`src/rtl/accel_spi_responder_if.sv`:
```
// SPI pin bundle between the accel SPI master and the register-bank responder.
// The master drives clock, select and MOSI; the slave returns MISO and its drive enable.
interface accel_spi_responder_if;
  logic spi_sclk;
  logic spi_ss_n;
  logic spi_mosi;
  logic spi_miso;
  logic spi_miso_oe;

  modport master (
    output spi_sclk,
    output spi_ss_n,
    output spi_mosi,
    input  spi_miso,
    input  spi_miso_oe
  );

  modport slave (
    input  spi_sclk,
    input  spi_ss_n,
    input  spi_mosi,
    output spi_miso,
    output spi_miso_oe
  );
endinterface

```
`src/rtl/accel_spi_responder.sv`:
```
// SPI mode-3 slave emulating a 64x8 accelerometer register bank, with X/Y/Z samples
// injected from the fabric and held back while a frame is in flight so reads stay coherent.
module accel_spi_responder #(
  parameter logic [7:0] DEVID       = 8'hE5,
  parameter int         SYNC_STAGES = 2
) (
  input  logic                 clk,
  input  logic                 reset_n,
  accel_spi_responder_if.slave spi,
  input  logic                 sample_valid,
  input  logic [15:0]          sample_x,
  input  logic [15:0]          sample_y,
  input  logic [15:0]          sample_z,
  output logic                 wr_strobe,
  output logic [5:0]           wr_addr,
  output logic [7:0]           wr_data,
  output logic                 busy
);

  typedef enum logic [1:0] {
    ST_IDLE = 2'd0,
    ST_CMD  = 2'd1,
    ST_DATA = 2'd2
  } state_t;

  function automatic logic is_writable(input logic [5:0] a);
    return (a != 6'h00) && ((a < 6'h32) || (a > 6'h37));
  endfunction

  logic [SYNC_STAGES-1:0] sclk_sync_r;
  logic [SYNC_STAGES-1:0] ss_n_sync_r;
  logic [SYNC_STAGES-1:0] mosi_sync_r;
  logic                   sclk_d_r;
  logic                   ss_n_d_r;
  logic                   sclk_s;
  logic                   ss_n_s;
  logic                   mosi_s;
  logic                   sclk_rise_s;
  logic                   sclk_fall_s;
  logic                   ss_fall_s;
  logic                   ss_rise_s;
  logic                   active_s;

  state_t                 state_r;
  state_t                 state_nxt_s;
  logic [2:0]             bit_cnt_r;
  logic [7:0]             shift_in_r;
  logic [7:0]             shift_out_r;
  logic [5:0]             addr_r;
  logic [5:0]             addr_nxt_s;
  logic                   rw_r;
  logic                   rw_nxt_s;
  logic                   mb_r;
  logic                   mb_nxt_s;
  logic [7:0]             byte_s;
  logic                   byte_done_s;
  logic                   load_out_s;
  logic [7:0]             load_val_s;
  logic                   wr_en_s;

  logic [63:0][7:0]       regs_r;
  logic [47:0]            shadow_r;
  logic                   pending_r;

  logic                   miso_r;
  logic                   busy_r;
  logic                   wr_strobe_r;
  logic [5:0]             wr_addr_r;
  logic [7:0]             wr_data_r;

  // Input synchronizers and one-cycle delayed copies for edge detection
  always_ff @(posedge clk) begin
    if (!reset_n) begin
      sclk_sync_r <= {SYNC_STAGES{1'b1}};
      ss_n_sync_r <= {SYNC_STAGES{1'b1}};
      mosi_sync_r <= {SYNC_STAGES{1'b0}};
      sclk_d_r    <= 1'b1;
      ss_n_d_r    <= 1'b1;
    end else begin
      sclk_sync_r <= {sclk_sync_r[SYNC_STAGES-2:0], spi.spi_sclk};
      ss_n_sync_r <= {ss_n_sync_r[SYNC_STAGES-2:0], spi.spi_ss_n};
      mosi_sync_r <= {mosi_sync_r[SYNC_STAGES-2:0], spi.spi_mosi};
      sclk_d_r    <= sclk_s;
      ss_n_d_r    <= ss_n_s;
    end
  end

  assign sclk_s      = sclk_sync_r[SYNC_STAGES-1];
  assign ss_n_s      = ss_n_sync_r[SYNC_STAGES-1];
  assign mosi_s      = mosi_sync_r[SYNC_STAGES-1];
  assign sclk_rise_s = sclk_s & ~sclk_d_r;
  assign sclk_fall_s = ~sclk_s & sclk_d_r;
  assign ss_fall_s   = ~ss_n_s & ss_n_d_r;
  assign ss_rise_s   = ss_n_s & ~ss_n_d_r;
  assign active_s    = (state_r != ST_IDLE);
  assign byte_s      = {shift_in_r[6:0], mosi_s};
  assign byte_done_s = sclk_rise_s & active_s & (bit_cnt_r == 3'd7);

  // Frame FSM: command decode, address stepping, MISO preload and write enable
  always_comb begin
    state_nxt_s = state_r;
    addr_nxt_s  = addr_r;
    rw_nxt_s    = rw_r;
    mb_nxt_s    = mb_r;
    load_out_s  = 1'b0;
    load_val_s  = 8'h00;
    wr_en_s     = 1'b0;
    case (state_r)
      ST_IDLE: begin
        if (ss_fall_s) begin
          state_nxt_s = ST_CMD;
          load_out_s  = 1'b1;
        end else begin
          state_nxt_s = ST_IDLE;
        end
      end
      ST_CMD: begin
        if (ss_rise_s) begin
          state_nxt_s = ST_IDLE;
        end else if (byte_done_s) begin
          state_nxt_s = ST_DATA;
          rw_nxt_s    = byte_s[7];
          mb_nxt_s    = byte_s[6];
          addr_nxt_s  = byte_s[5:0];
          load_out_s  = 1'b1;
          load_val_s  = regs_r[byte_s[5:0]];
        end else begin
          state_nxt_s = ST_CMD;
        end
      end
      ST_DATA: begin
        if (ss_rise_s) begin
          state_nxt_s = ST_IDLE;
        end else if (byte_done_s) begin
          wr_en_s     = ~rw_r & is_writable(addr_r);
          addr_nxt_s  = mb_r ? (addr_r + 6'd1) : addr_r;
          load_out_s  = 1'b1;
          load_val_s  = regs_r[addr_nxt_s];
        end else begin
          state_nxt_s = ST_DATA;
        end
      end
      default: begin
        state_nxt_s = ST_IDLE;
      end
    endcase
  end

  // FSM state and decoded command fields
  always_ff @(posedge clk) begin
    if (!reset_n) begin
      state_r <= ST_IDLE;
      addr_r  <= 6'h00;
      rw_r    <= 1'b0;
      mb_r    <= 1'b0;
    end else begin
      state_r <= state_nxt_s;
      addr_r  <= addr_nxt_s;
      rw_r    <= rw_nxt_s;
      mb_r    <= mb_nxt_s;
    end
  end

  // Bit counter and shift registers; a partial byte dies with the frame
  always_ff @(posedge clk) begin
    if (!reset_n) begin
      bit_cnt_r   <= 3'd0;
      shift_in_r  <= 8'h00;
      shift_out_r <= 8'h00;
    end else begin
      if (!active_s || ss_rise_s) begin
        bit_cnt_r <= 3'd0;
      end else if (sclk_rise_s) begin
        bit_cnt_r  <= bit_cnt_r + 3'd1;
        shift_in_r <= byte_s;
      end
      if (load_out_s) begin
        shift_out_r <= load_val_s;
      end else if (sclk_fall_s && active_s) begin
        shift_out_r <= {shift_out_r[6:0], 1'b0};
      end
    end
  end

  // Register bank: SPI writes plus sample updates deferred while the bus is busy
  always_ff @(posedge clk) begin
    if (!reset_n) begin
      regs_r    <= {{63{8'h00}}, DEVID};
      shadow_r  <= 48'h0;
      pending_r <= 1'b0;
    end else begin
      if (wr_en_s) begin
        regs_r[addr_r] <= byte_s;
      end
      if (sample_valid && busy_r) begin
        shadow_r  <= {sample_z, sample_y, sample_x};
        pending_r <= 1'b1;
      end else if (sample_valid) begin
        regs_r[6'h37:6'h32] <= {sample_z, sample_y, sample_x};
        pending_r           <= 1'b0;
      end else if (pending_r && !busy_r) begin
        regs_r[6'h37:6'h32] <= shadow_r;
        pending_r           <= 1'b0;
      end
    end
  end

  // Registered pin and host-side outputs
  always_ff @(posedge clk) begin
    if (!reset_n) begin
      miso_r      <= 1'b0;
      busy_r      <= 1'b0;
      wr_strobe_r <= 1'b0;
      wr_addr_r   <= 6'h00;
      wr_data_r   <= 8'h00;
    end else begin
      busy_r      <= ~ss_n_s;
      wr_strobe_r <= wr_en_s;
      if (wr_en_s) begin
        wr_addr_r <= addr_r;
        wr_data_r <= byte_s;
      end
      if (ss_n_s) begin
        miso_r <= 1'b0;
      end else if (sclk_fall_s && active_s) begin
        miso_r <= shift_out_r[7];
      end
    end
  end

  assign spi.spi_miso    = miso_r;
  assign spi.spi_miso_oe = busy_r;
  assign busy            = busy_r;
  assign wr_strobe       = wr_strobe_r;
  assign wr_addr         = wr_addr_r;
  assign wr_data         = wr_data_r;

endmodule

```
`src/flat_wrapper.sv`:
```
// flat-port wrapper written by rule: the top's interface ports become plain ports
module accel_spi_responder_flat 
#(
  parameter logic [7:0] DEVID       = 8'hE5,
  parameter int         SYNC_STAGES = 2
)
  (clk, reset_n, sample_valid, sample_x, sample_y, sample_z, wr_strobe, wr_addr, wr_data, busy, spi_spi_sclk, spi_spi_ss_n, spi_spi_mosi, spi_spi_miso, spi_spi_miso_oe);
  accel_spi_responder_if spi_i ();
  input  logic clk;
  input  logic reset_n;
  input  logic sample_valid;
  input  logic [15:0] sample_x;
  input  logic [15:0] sample_y;
  input  logic [15:0] sample_z;
  output logic wr_strobe;
  output logic [5:0] wr_addr;
  output logic [7:0] wr_data;
  output logic busy;
  input wire logic [$bits(spi_i.spi_sclk)-1:0] spi_spi_sclk;
  input wire logic [$bits(spi_i.spi_ss_n)-1:0] spi_spi_ss_n;
  input wire logic [$bits(spi_i.spi_mosi)-1:0] spi_spi_mosi;
  output wire logic [$bits(spi_i.spi_miso)-1:0] spi_spi_miso;
  output wire logic [$bits(spi_i.spi_miso_oe)-1:0] spi_spi_miso_oe;
  assign spi_i.spi_sclk = spi_spi_sclk;
  assign spi_i.spi_ss_n = spi_spi_ss_n;
  assign spi_i.spi_mosi = spi_spi_mosi;
  assign spi_spi_miso = spi_i.spi_miso;
  assign spi_spi_miso_oe = spi_i.spi_miso_oe;
  accel_spi_responder #(.DEVID(DEVID), .SYNC_STAGES(SYNC_STAGES)) u_core (.clk(clk), .reset_n(reset_n), .spi(spi_i), .sample_valid(sample_valid), .sample_x(sample_x), .sample_y(sample_y), .sample_z(sample_z), .wr_strobe(wr_strobe), .wr_addr(wr_addr), .wr_data(wr_data), .busy(busy));
endmodule
```
`config.mk`:
```
export PLATFORM = sky130hd
export DESIGN_NAME = accel_spi_responder_flat
export DESIGN_NICKNAME = d
export VERILOG_FILES = /design/src/rtl/accel_spi_responder_if.sv /design/src/rtl/accel_spi_responder.sv /design/src/flat_wrapper.sv
export SDC_FILE = /design/constraint.sdc
export NUM_CORES = 2
export LEC_CHECK = 0
export BUFFER_PORTS_ARGS = -buffer_cell sky130_fd_sc_hd__buf_2
export CORE_AREA = 2 2 234 259
export CTS_BUF_LIST = sky130_fd_sc_hd__clkbuf_8
export CTS_CLUSTER_SIZE = 8
export DETAILED_ROUTE_END_ITERATION = 8
export DIE_AREA = 0 0 236 261
export HOLD_SLACK_MARGIN = 0.08
export PLACE_DENSITY = 0.69
export SLEW_MARGIN = 25
export SYNTH_ARGS = -nofsm -noshare
export SYNTH_HDL_FRONTEND = slang
export SYNTH_SLANG_ARGS = --single-unit
```
`constraint.sdc`:
```
create_clock -name clk -period 6.9 [get_ports clk]
set_input_delay 0.345 -clock clk [delete_from_list [all_inputs] [get_ports clk]]
set_output_delay 0.345 -clock clk [all_outputs]
set_load 0.05 [all_outputs]
```
==> flow_summary.ini <==
[placed_design]
routabilityCongestion = 0.972
placed_cells = 4132
place_hpwl_um = 68700
io_buffer_count = 71

[detailed_routing]
via_per_inst = 6.65
avgRoutedWirePerCell_um = 25.0
routed_wl_um = 109000
detail-route-antenna-nets = 0
first_pass_iters = 7
num_vias = 29019
route.detailed.drc = 0
drtIter0Drc = 3741

[logic_synthesis]
synth_warnings = 0
synth_compound_area_share_pct = 13.4
synth_top_family_by_area = multiplexers
synthAdderAreaFrac_pct = 0.311
ys_seq_area_share_pct = 38.2
async_flop_share_pct = 0
yosys_register_bits = 614
synth_xor_xnor_area_share_pct = 0.187
synth-simple-area-share_pct = 19.0
syn_area_per_cell_um2 = 9.00
synth_cell_types = 78
synth_fp_nets = 3639
synth_mux_area_share_pct = 23.6
syn_inst = 3577
synth_ff_type = dfxtp_1
synth_edf_count = 0
syn_area_um2 = 32200

[timing]
rsz0062_at_grt = false
fmax_ghz = 0.223
finalHoldViolations = 0
totalNegativeSetupSlack_ns = 0
min_period_ns = 4.48
timing.final.crit_share_pct = 65.0
finClkSkew_ns = 0.0710
hold_slack_ns = 0.138
finalSetupViolCount = 0
drv_slew = 0
worst_pin_slew_ns = 1.16
max-slew-margin-rel_pct = 22.8

[global_routing]
antenna_found_initial = 2
grt_pass1_vias = 27790
grt_remaining_overflow = 0
grt_max_degree = 229
grt_use_total_pct = 34.8
grt_pass1_wl_um = 167000

[final_layout]
final_cell_mix = dfxtp_1, nand2_1, a21oi_1, mux2i_1, nand3_1
final_nets = 3582
syn2layout_area_growth_pct = 9.70
seq_area_um2 = 12300
stdcell_count = 4361
multiInputGateArea_um2 = 18300
layout.cells.most_common = dfxtp_1
num-fill-cells = 5058
drive_gt1_share_pct = 16.1

[power_and_ir_drop]
leakagePower_nw = 11.7
finalPower_mw = 7.15
pwr_density_cell_nw_per_um2 = 203
peakVddDrop_mv = 0.171

[die]
initial_core_util_pct = 54.4
die_w_um = 236
ios = 72
fp.coreArea_um2 = 59200
die_h_um = 261
fp.dieArea_um2 = 61600
rows = 94

[critical_path]
cp-end-kind = register
start_kind = register
slowest_delay_ns = 0.73
r2r-end = u_core.shift_out_r[7]
r2r_slack_ns = 2.42
crit-reg2reg-launch = u_core.addr_r[0]
cpMaxStageDelayCell = mux2_8
r2r.worst_path.cells = 9
crit_chain = inv_1 > ha_1 > mux2_8 > buf_12 > mux4_2 > mux2i_1 > a2111oi_0 > o41ai_1 > a21oi_1
cp_max_fo = 73
crit_required_ns = 7.54
cp.arrival_ns = 5.12
critPathKind = reg2reg

[cts]
clk_pin_slew_ns = 0.07
cts_sinks = 614
root_buffer = clkbuf_8
cts-buffers-inserted = 102
clock_insertion_delay_worst_skew_ns = 0.76
cts_setup_buffers = 0
ctsLongestPathBuffers = 3
cts_tree = yes
cts_max_level = 3

[run]
cap_violations = 0

[outcome]
status = finished, final reports clean

[hold_path]
min-delay-start = reset_n
min_to = u_core.ss_n_sync_r[0]
hold_path_class = in2reg
hold_depth = 2
-- what timing repair did --
action | CTS | global route
endpoints found under the hold margin | 99 | 0
hold buffers | 51 | 0
resized for setup | 0 | 0
-- power breakdown --
| part | total (mW) | internal [mW] | switching (mW) |
|---|---|---|---|
| Sequential | 3.61 | 3.58 | 0.0327 |
| Combinational | 0.270 | 0.111 | 0.158 |
| Clock | 3.27 | 1.73 | 1.54 |
-- final cells by class --
type                            count  area share [%]
Clock buffer                      130            5.07
Sequential cell                   614            34.9
Tap cell                          768            2.72
Antenna cell                        2          0.0142
Multi-Input combinational cell   2557            51.9
Clock inverter                     45           0.737
Timing Repair Buffer              184            4.04
Inverter                           61           0.670
-- worst max-delay path, delay by kind of cell (launching register included) --
kind                     cells  cell delay [ns]
flip-flops                   1             0.66
adder cells (fa/ha/maj)      1             0.44
AO/OA/AOI/OAI                3             0.76
buffers and inverters        2             0.61
multiplexers                 3             1.64
-- worst max path at each step --
| stage | startpoint | to | slack, ns | cells past startpoint |
|---|---|---|---|---|
| after global placement | u_core.addr_r[3] | u_core.regs_r[389] | 2.63 | 7 |
| after detailed placement | u_core.addr_r[0] | u_core.shift_out_r[7] | 2.55 | 9 |
| after CTS | u_core.addr_r[3] | u_core.regs_r[291] | 2.54 | 8 |
| after floorplan | u_core.addr_r[1] | u_core.shift_out_r[3] | 3.94 | 12 |
| after global routing | u_core.addr_r[0] | u_core.shift_out_r[7] | 2.17 | 9 |
| final | u_core.addr_r[0] | u_core.shift_out_r[7] | 2.42 | 9 |
-- per-stage QoR --
stage,instance area [um^2],setup slack (ns),util (%)
2_1_floorplan,32200,3.94,-
3_3_place_gp,32700,2.63,55.3
3_5_place_dp,32700,2.55,55.3
4_1_cts,35300,2.54,59.6
5_1_grt,35300,2.17,59.7
6_report,35300,2.42,59.7
-- synthesized netlist by cell type (11+ instances only) --
cell	count	share of area [%]
nor2_4	17	0.59
and2_1	12	0.23
a2111oi_0	11	0.30
nor3b_1	53	1.2
mux2i_1	349	11
a32oi_1	14	0.38
a211oi_1	27	0.63
nand2_1	556	6.5
buf_2	54	0.84
buf_4	24	0.56
nand4_1	17	0.33
o221a_2	48	1.7
clkbuf_1	233	2.7
a221oi_1	24	0.65
nor2_1	280	3.3
inv_1	58	0.68
nor3_1	16	0.25
mux4_2	181	13
a21oi_1	408	6.3
nand2b_1	17	0.33
o21ai_0	68	1.1
buf_1	29	0.34
nand3_1	284	4.4
a221o_1	16	0.50
dfxtp_1	614	38
-- registers in the layout, indices dropped and copies added (netlist names) --
signal / flops
u_core.wr_addr: 6
u_core.wr_strobe: 1
u_core.wr_data: 8
u_core.shadow_r: 48
u_core.rw_r: 1
u_core.busy: 1
u_core.regs_r: 512
u_core.shift_out_r: 8
u_core.sclk_d_r: 1
u_core.shift_in_r: 7
u_core.spi.spi_miso: 1
u_core.ss_n_sync_r: 2
u_core.mosi_sync_r: 2
u_core.mb_r: 1
u_core.bit_cnt_r: 3
u_core.pending_r: 1
u_core.ss_n_d_r: 1
u_core.state_r: 2
u_core.sclk_sync_r: 2
u_core.addr_r: 6
-- cells by family (layout without fill, tap and decap cells) --
logic type | after synthesis | in the layout
AO/OA/AOI/OAI | 693 | 693
XOR/XNOR | 6 | 6
adder cells (fa/ha/maj) | 8 | 8
buffers and inverters | 406 | 420
flip-flops | 614 | 614
multiplexers | 532 | 532
other | 0 | 2
AND/OR/NAND/NOR | 1318 | 1318
-- per-layer routing --
metal	wire (um)	up-vias	part of all wire (%)	global-route usage (%)
met4	6690	2	6.1	21.0
met2	49400	1774	45	54.7
met1	41600	14095	38	44.8
li1	-	12771	-	-
met5	8	-	0.0073	0
met3	11200	377	10	6.89
Power figures use the tool's default switching activity.
